`src/rtl/ctrl_pkg.sv`:
```
// Shared types and encodings for the multi-cycle control unit.
// States, opcode map and ALU function codes.
package ctrl_pkg;

    typedef enum logic [2:0] {
        S_IDLE,
        S_FETCH,
        S_DECODE,
        S_EXEC,
        S_MEM,
        S_WB,
        S_HALT
    } state_t;

    localparam logic [3:0] OP_STORE = 4'b0000;
    localparam logic [3:0] OP_ADD   = 4'b0001;
    localparam logic [3:0] OP_LOAD  = 4'b0010;
    localparam logic [3:0] OP_BEQZ  = 4'b0011;
    localparam logic [3:0] OP_ADDI  = 4'b0100;
    localparam logic [3:0] OP_SUB   = 4'b0101;
    localparam logic [3:0] OP_AND   = 4'b0110;
    localparam logic [3:0] OP_OR    = 4'b0111;
    localparam logic [3:0] OP_XOR   = 4'b1000;
    localparam logic [3:0] OP_SHL   = 4'b1001;
    localparam logic [3:0] OP_HALT  = 4'b1111;

    localparam logic [2:0] ALU_ADD  = 3'b000;
    localparam logic [2:0] ALU_SUB  = 3'b001;
    localparam logic [2:0] ALU_AND  = 3'b010;
    localparam logic [2:0] ALU_OR   = 3'b011;
    localparam logic [2:0] ALU_XOR  = 3'b100;
    localparam logic [2:0] ALU_SHL  = 3'b101;
    localparam logic [2:0] ALU_PASS = 3'b111;

endpackage

```
`src/rtl/ctrl_decode.sv`:
```
// Opcode classifier: maps the latched opcode to instruction class,
// operand select and ALU function. Purely combinational.
module ctrl_decode
    import ctrl_pkg::*;
#(
    parameter int OPW  = 4,
    parameter int ALUW = 3
) (
    input  logic [OPW-1:0]  ir_op,
    output logic            is_alu,
    output logic            is_load,
    output logic            is_store,
    output logic            is_branch,
    output logic            is_halt,
    output logic            alusrc,
    output logic [ALUW-1:0] aluop
);

    always_comb begin
        is_alu    = 1'b0;
        is_load   = 1'b0;
        is_store  = 1'b0;
        is_branch = 1'b0;
        is_halt   = 1'b0;
        alusrc    = 1'b0;
        aluop     = ALUW'(ALU_PASS);
        unique case (1'b1)
            ir_op == OPW'(OP_STORE): begin
                is_store = 1'b1;
                alusrc   = 1'b1;
                aluop    = ALUW'(ALU_ADD);
            end
            ir_op == OPW'(OP_LOAD): begin
                is_load = 1'b1;
                alusrc  = 1'b1;
                aluop   = ALUW'(ALU_ADD);
            end
            ir_op == OPW'(OP_ADD): begin
                is_alu = 1'b1;
                aluop  = ALUW'(ALU_ADD);
            end
            ir_op == OPW'(OP_ADDI): begin
                is_alu = 1'b1;
                alusrc = 1'b1;
                aluop  = ALUW'(ALU_ADD);
            end
            ir_op == OPW'(OP_SUB): begin
                is_alu = 1'b1;
                aluop  = ALUW'(ALU_SUB);
            end
            ir_op == OPW'(OP_AND): begin
                is_alu = 1'b1;
                aluop  = ALUW'(ALU_AND);
            end
            ir_op == OPW'(OP_OR): begin
                is_alu = 1'b1;
                aluop  = ALUW'(ALU_OR);
            end
            ir_op == OPW'(OP_XOR): begin
                is_alu = 1'b1;
                aluop  = ALUW'(ALU_XOR);
            end
            ir_op == OPW'(OP_SHL): begin
                is_alu = 1'b1;
                aluop  = ALUW'(ALU_SHL);
            end
            ir_op == OPW'(OP_BEQZ): begin
                is_branch = 1'b1;
                aluop     = ALUW'(ALU_SUB);
            end
            ir_op == OPW'(OP_HALT): begin
                is_halt = 1'b1;
            end
            default: begin
            end
        endcase
    end

endmodule

```
`src/rtl/multicycle_control.sv`:
```
// Multi-cycle control FSM: FETCH/DECODE/EXEC/MEM/WB sequencing with
// data-memory handshake, wait timeout, HALT and retired counter.
module multicycle_control
    import ctrl_pkg::*;
#(
    parameter int OPW      = 4,
    parameter int ALUW     = 3,
    parameter int MAX_WAIT = 8,
    parameter int CNTW     = 16
) (
    input  logic            clk,
    input  logic            reset,
    input  logic            start,
    input  logic [OPW-1:0]  instr,
    input  logic            zero,
    input  logic            mem_ready,
    output logic            InstrLoad,
    output logic            PCWrite,
    output logic            Branch,
    output logic            ALUSrc,
    output logic [ALUW-1:0] ALUOp,
    output logic            RegWrite,
    output logic            MemtoReg,
    output logic            MemRead,
    output logic            MemWrite,
    output logic            halted,
    output logic            mem_err,
    output logic [CNTW-1:0] retired
);

    localparam int WW = $clog2(MAX_WAIT + 1);
    localparam logic [WW-1:0] LAST_WAIT = WW'(MAX_WAIT - 1);

    state_t          state;
    logic [OPW-1:0]  ir_op;
    logic [WW-1:0]   wait_cnt;

    logic            is_alu;
    logic            is_load;
    logic            is_store;
    logic            is_branch;
    logic            is_halt;
    logic            d_alusrc;
    logic [ALUW-1:0] d_aluop;
    logic            retire;

    ctrl_decode #(
        .OPW  (OPW),
        .ALUW (ALUW)
    ) u_dec (
        .ir_op     (ir_op),
        .is_alu    (is_alu),
        .is_load   (is_load),
        .is_store  (is_store),
        .is_branch (is_branch),
        .is_halt   (is_halt),
        .alusrc    (d_alusrc),
        .aluop     (d_aluop)
    );

    // Instruction completes: single-cycle EXEC classes, store ack, or WB.
    assign retire = (state == S_EXEC && !is_load && !is_store)
                 || (state == S_MEM && is_store && mem_ready)
                 || (state == S_WB);

    always_comb begin
        InstrLoad = 1'b0;
        PCWrite   = 1'b0;
        Branch    = 1'b0;
        ALUSrc    = 1'b0;
        ALUOp     = ALUW'(ALU_PASS);
        RegWrite  = 1'b0;
        MemtoReg  = 1'b0;
        MemRead   = 1'b0;
        MemWrite  = 1'b0;
        halted    = (state == S_HALT);
        unique case (state)
            S_FETCH: InstrLoad = 1'b1;
            S_EXEC: begin
                ALUSrc = d_alusrc;
                ALUOp  = d_aluop;
                if (is_alu) begin
                    RegWrite = 1'b1;
                    PCWrite  = 1'b1;
                end else if (is_branch) begin
                    PCWrite = 1'b1;
                    Branch  = zero;
                end else if (!is_load && !is_store && !is_halt) begin
                    PCWrite = 1'b1;
                end
            end
            S_MEM: begin
                MemRead  = is_load;
                MemWrite = is_store;
                PCWrite  = is_store && mem_ready;
            end
            S_WB: begin
                RegWrite = 1'b1;
                MemtoReg = 1'b1;
                PCWrite  = 1'b1;
            end
            default: begin
            end
        endcase
    end

    always_ff @(posedge clk) begin
        if (reset) begin
            state    <= S_IDLE;
            ir_op    <= '0;
            wait_cnt <= '0;
            retired  <= '0;
            mem_err  <= 1'b0;
        end else begin
            if (retire && retired != {CNTW{1'b1}})
                retired <= retired + 1'b1;
            unique case (state)
                S_IDLE:   if (start) state <= S_FETCH;
                S_FETCH:  state <= S_DECODE;
                S_DECODE: begin
                    ir_op <= instr;
                    state <= S_EXEC;
                end
                S_EXEC: begin
                    if (is_load || is_store) begin
                        wait_cnt <= '0;
                        state    <= S_MEM;
                    end else if (is_halt) begin
                        state <= S_HALT;
                    end else begin
                        state <= S_FETCH;
                    end
                end
                S_MEM: begin
                    // A ready on the final allowed cycle still completes.
                    if (mem_ready) begin
                        state <= is_load ? S_WB : S_FETCH;
                    end else if (wait_cnt == LAST_WAIT) begin
                        mem_err <= 1'b1;
                        state   <= S_HALT;
                    end else begin
                        wait_cnt <= wait_cnt + 1'b1;
                    end
                end
                S_WB:   state <= S_FETCH;
                S_HALT: state <= S_HALT;
                default: state <= S_IDLE;
            endcase
        end
    end

endmodule

```
`config.mk`:
```
export PLATFORM = sky130hd
export DESIGN_NAME = multicycle_control
export DESIGN_NICKNAME = d
export VERILOG_FILES = /design/src/rtl/ctrl_pkg.sv /design/src/rtl/ctrl_decode.sv /design/src/rtl/multicycle_control.sv
export SDC_FILE = /design/constraint.sdc
export NUM_CORES = 1
export LEC_CHECK = 0
export ABC_AREA = 1
export ABC_CLOCK_PERIOD_IN_PS = 2170
export BUFFER_PORTS_ARGS = -buffer_cell sky130_fd_sc_hd__buf_4
export CAP_MARGIN = 20
export CORE_ASPECT_RATIO = 1.25
export CORE_MARGIN = 3
export CORE_UTILIZATION = 45
export CTS_CLUSTER_DIAMETER = 120
export DETAILED_ROUTE_END_ITERATION = 7
export GPL_ROUTABILITY_DRIVEN = 0
export PLACE_DENSITY = 0.67
export SETUP_SLACK_MARGIN = 0.5
export SYNTH_ARGS = -nofsm -noshare
export SYNTH_HDL_FRONTEND = slang
export SYNTH_HIERARCHICAL = 1
export SYNTH_SLANG_ARGS = --single-unit
```
`constraint.sdc`:
```
create_clock -name clk -period 2.17 [get_ports clk]
set_clock_uncertainty 0.05 [all_clocks]
set_input_delay 0.217 -clock clk [delete_from_list [all_inputs] [get_ports clk]]
set_output_delay 0.217 -clock clk [all_outputs]
set_load 0.01 [all_outputs]
```
* Word level (Yosys, flattened, before mapping)
Index checks and enable logic that the tools add are counted.
Storage, ports and cells: bits in registers 28, input bits 9, output and inout bits 29, word-level logic and storage cells 88
Operators by class: $add $sub $neg 2, equality and inequality tests 23, mux-type cells 33, bitwise operators 1, reductions and logical operators 24
Operators by type and width (number):
- 3-bit 2-to-1 mux | 7
- 3-bit case mux with 7 select lines | 1
- 4-bit by 3-bit == test with 1-bit output, second input constant | 5
- 1-bit 2-to-1 mux | 18
- 3-bit case mux with 6 select lines | 1
- 16-bit by 1-bit adder with 16-bit output, second input constant | 1
- 16-bit != test, second input constant | 1
- 4-bit == test, second input constant | 3
- 4-bit 2-to-1 mux | 3
- 3-bit == test, second input constant | 3
- 4-bit by 2-bit == test with 1-bit output, second input constant | 2
- 1-bit logical AND | 8
- 4-bit case mux with 2 select lines | 1
- 7-bit OR reduction | 1
- 3-bit by 2-bit == test with 1-bit output, second input constant | 2
- 2-bit != test, second input constant | 3
- 4-bit by 1-bit adder with 4-bit output, second input constant | 1
- 4-bit by 1-bit == test with 1-bit output, second input constant | 1
- 4-bit logical NOT | 1
- 4-bit AND reduction | 1
- 4-bit OR reduction | 1
- 3-bit by 1-bit == test with 1-bit output, second input constant | 1
- 1-bit logical NOT | 3
- 3-bit logical NOT | 1
- other kinds (11) | 13

* Logic depth before layout (Yosys ltp)
word-level depth 9, gate-level depth with buffers 12, mapped depth without buffers 11

* By module
Netlist, hierarchy kept.
By module, submodules not included:
- multicycle_control | instances 1, cells an instance 274, area each 1767.9 sq um, seq. area each 560.5 sq um
- ctrl_decode | instances 1, cells an instance 24, area each 100.1 sq um, seq. area each 0.0 sq um

* Least setup slack after synthesis
Ideal clock, no wire load.
path kind reg-to-reg, start point register retired[0], end point register retired[15], library setup time 0.113 ns, data arrival time 1.476 ns, data required time 2.007 ns, setup slack 0.531 ns, stages on the path, launching flop included 10, path buffers 1, period minus slack after synthesis 1.639 ns, path through dfxtp_1 -> ha_1 -> nand3_1 -> inv_2 -> nand2_2 -> nor2_4 -> nor2_8 -> buf_8 -> a21oi_2 -> nor2_1
Between the ends: cells in the longest elaborated chain, start to end 2, elaborated cells between the ends (all ways) 3, those cells by class add/sub: 1; eq/ne: 1; reduce/logical: 1
Ends and longest elaborated chain:
- start, declared | RTL line multicycle_control.sv:28 | output logic [CNTW-1:0] retired
- start signal, assigned | RTL line multicycle_control.sv:116 | retired <= retired + 1'b1;
- parallel branches: the longest is 2 deep, another holds 16-bit by 1-bit adder with 16-bit output
Parallel ways; which one is timed is not known. A chain may end at the register's enable or synchronous reset.

* Final worst setup path
start point register ir_op[3], end point output PCWrite
Between the ends: cells in the longest elaborated chain, start to end 9, elaborated cells between the ends (all ways) 27, those cells by class eq/ne: 10; mux: 9; reduce/logical: 8
Ends and longest elaborated chain:
- start, declared | RTL line multicycle_control.sv:35 | logic [OPW-1:0] ir_op;
- start signal, assigned | RTL line multicycle_control.sv:121 | ir_op <= instr;
- 4-bit logical NOT (*) | RTL line ctrl_decode.sv:28 | ir_op == OPW'(OP_STORE): begin
- 1-bit 2-to-1 mux (*) | RTL line ctrl_decode.sv:27 | unique case (1'b1)
- via is_store | RTL line multicycle_control.sv:40 | logic is_store;
- 1-bit logical NOT | RTL line multicycle_control.sv:88 | end else if (!is_load && !is_store && !is_halt) begin
- 1-bit logical AND (2 in a row) | RTL line multicycle_control.sv:88
- 1-bit 2-to-1 mux | RTL line multicycle_control.sv:88
- 1-bit 2-to-1 mux | RTL line multicycle_control.sv:85 | end else if (is_branch) begin
- 1-bit 2-to-1 mux | RTL line multicycle_control.sv:82 | if (is_alu) begin
- 1-bit case mux with 3 select lines (*) | RTL line multicycle_control.sv:77 | unique case (state)
- end, declared | RTL line multicycle_control.sv:18 | output logic PCWrite,
Mark *: on every way through the listed nets, which the timed path passes. The rest lies on a longest branch.

==> flow_summary.ini <==
[critical_path]
r2r-end = retired[8]$_SDFFE_PP0P_
worst-setup-path-type = reg -> out
critPathLaunch = ir_op[3]$_SDFFE_PP0P_
worstSetupStartpointType = flop
cp-endpoint = PCWrite
cp_cell_sequence = inv_4, nand2_4, nor2_4, nor2_1, nand2_1, nor2_2, nand3b_1, buf_4
cp.required_ns = 1.90
arrival_ns = 1.41
path_buf_inv = 2
worst-path-stages = 8
reg2reg_from = ir_op[3]$_SDFFE_PP0P_
cp_slowest_stage_delay_ns = 0.37
cp_top_family = simple AND/OR/NAND/NOR gates
slowest_stage = dfxtp_4
reg2reg_slack_ns = 0.57
ff2ff_path_depth = 10
cp_max_fo = 4
critPathCaptureType = primary output

[routing]
first_pass_iters = 4
vias_per_cell = 4.893
drc = 0
vias = 1918
drt_wl_total_um = 4444
ant_nets = 0
drt_iter0_drc = 106
wire_per_inst_um = 11.34

[clocking]
ctsRootBufferMaster = clkbuf_8
cts_tree = done
clock_sinks = 28
clock_path_buffers = 2
hold_buffers = 0
cts.clk_slew.worst_paths_ns = 0.09
h-tree-depth = 1
insertion_delay_ns = 0.27
numCtsBuffers = 3

[sta]
fin_tns_setup_ns = 0
fmax_mhz = 597.7
max_slew_margin = 0.6826
period_minus_slack_ns = 1.673
post-route-period-util = 0.7710
drv_slew = 0
tightestPinTransition_ns = 0.4755
rsz0062_at_grt = yes
setup_viol = 0
hold_viol = 0

[finish]
syn_to_final_growth_pct = 25.45
fillerInstances = 401
design_area_mm2 = 0.002344
num-nets-final = 350
drive_gt1_frac = 0.2959
num_antenna_cells = 0

[flow_run]
maxCapViolCount = 0

[grt]
overflow = 0
grt_max_degree = 20
antenna_found_initial = 0
grt_pass1_wl_um = 7431
grt_pass1_vias = 1784
track_usage = 0.1794

[pwr]
sw_frac_of_total = 0.2842
power.density_mw_per_mm2 = 461.8
p_sw_uw = 307.5
p_total_uw = 1082
clock_power_share = 0.300
combPwrFrac = 0.182
ir_worst_vdd_uv = 292.3
p_leak_uw = 0.001048
seqPwrFrac = 0.518
p_int_uw = 774.7

[logic_synthesis]
syn_inst = 298
ys_top_cells_by_count = nand2_1, nor2_1, inv_1
ys_ff_latch = 28
synth_area_leader_cell = dfxtp_1
yosysMostFrequentCell = nand2_1
yosys_most_used_dff = dfxtp_1
synth.top_cell.area_share = 0.3001
synth_area_leaders = dfxtp_1, nand2_1, nor2_1
synth_edf_count = 0
synthArstFlopShare = 0
seq_area_frac_synth = 0.3001
netlist_area_mm2 = 0.001868
syn_nets = 309
ys.warnings.count = 6
syn_area_per_cell_um2 = 6.269
synthDistinctLibCells = 27

[die]
start_util = 0.4816
die_area_mm2 = 0.004965
die_w_um = 63.63
ioPinCount = 38
fp-row-count = 25
core_mm2 = 0.003879
die_h_um = 78.04

[placement]
postPlaceCellArea_mm2 = 0.002190
portBuffers = 37
dp_hpwl_um = 3270

[min_path]
hold_path.class = in -> reg
hp-start = instr[3]

[outcome]
status = complete, no violations
==> worst min-delay path by stage <==
stage               cells after the start                      end  slack [ns]
CTS                                     3    ir_op[0]$_SDFFE_PP0P_        0.11
global route                            3    ir_op[2]$_SDFFE_PP0P_        0.12
finish                                  3    ir_op[3]$_SDFFE_PP0P_        0.11
global placement                        3    ir_op[3]$_SDFFE_PP0P_        0.39
floorplan                               1  retired[9]$_SDFFE_PP0P_        0.23
detailed placement                      3    ir_op[0]$_SDFFE_PP0P_        0.40
==> per-stage QoR <==
step	instances	util	setup WS, ns	hold WS [ns]
after global placement	385	0.5645	0.4148	0.3917
after floorplan	298	-	0.5307	0.2294
after global routing	392	0.6042	0.4080	0.1249
final	392	0.6042	0.4969	0.1140
after CTS	389	0.5842	0.4912	0.1051
after detailed placement	385	0.5645	0.3738	0.3968
==> metal layers <==
metal / wire [µm] / share of wire / track usage
met5: 0 / 0 / 0
met4: 116 / 0.026 / 0.07343
met3: 224 / 0.050 / 0.02432
met2: 2158 / 0.49 / 0.3218
met1: 1945 / 0.44 / 0.2123
==> cell type report <==
| class | instances | area [µm²] | share of cell area |
|---|---|---|---|
| Clock buffer | 4 | 55.05 | 0.02349 |
| Timing Repair Buffer | 40 | 300.3 | 0.1281 |
| Tap cell | 54 | 67.56 | 0.02883 |
| Multi-Input combinational cell | 227 | 1199 | 0.5115 |
| Inverter | 39 | 148.9 | 0.06353 |
| Sequential cell | 28 | 573.1 | 0.2445 |
==> placed cells by master (no fill, tap or decap), drive strengths merged, types with 4 or more instances in the layout <==
cell type and instances:
clkbuf 4, nand2 82, dfxtp 28, buf 40, nand4 9, a21oi 15
nor2 67, o21ai 14, nand3 23, xnor2 4, inv 39
==> power by group through the flow <==
stage               Sequential (µW)  Combinational [µW]  Clock, µW
floorplan                       566                 127          0
global placement                568                 178          0
detailed placement              568                 178          0
CTS                             560                 188        338
global route                    565                 223        361
finish                          561                 197        324
==> kinds of logic (layout without fill, tap and decap cells) <==
family                   Yosys count  count (layout)  synth area share
XOR/XNOR                           7               7           0.03282
AO/OA/AOI/OAI                     30              30           0.09981
flip-flops                        28              28            0.3001
buffers and inverters             44              83           0.09510
adder cells (fa/ha/maj)            2               2           0.01339
AND/OR/NAND/NOR                  187             188            0.4588
==> repair_timing <==
item / in CTS / in global routing
pin swaps: 4 / 5
endpoints found under the hold margin: 0 / 0
gates cloned: 0 / 1
gates resized for setup: 13 / 16
endpoints found under the setup margin: 16 / 23
buffers inserted: 0 / 2
==> state kept, by name, summed over array words and instances, names as in the netlist <==
name	cells
retired	16
ir_op	4
wait_cnt	4
mem_err	1
state	3
==> worst min-delay path: cells and delay by family <==
family	cells	cell delay, ns
and+or+nand+nor	2	0.11
buffers and inverters	1	0.07
Note: power is estimated with default switching activity, not from simulation.
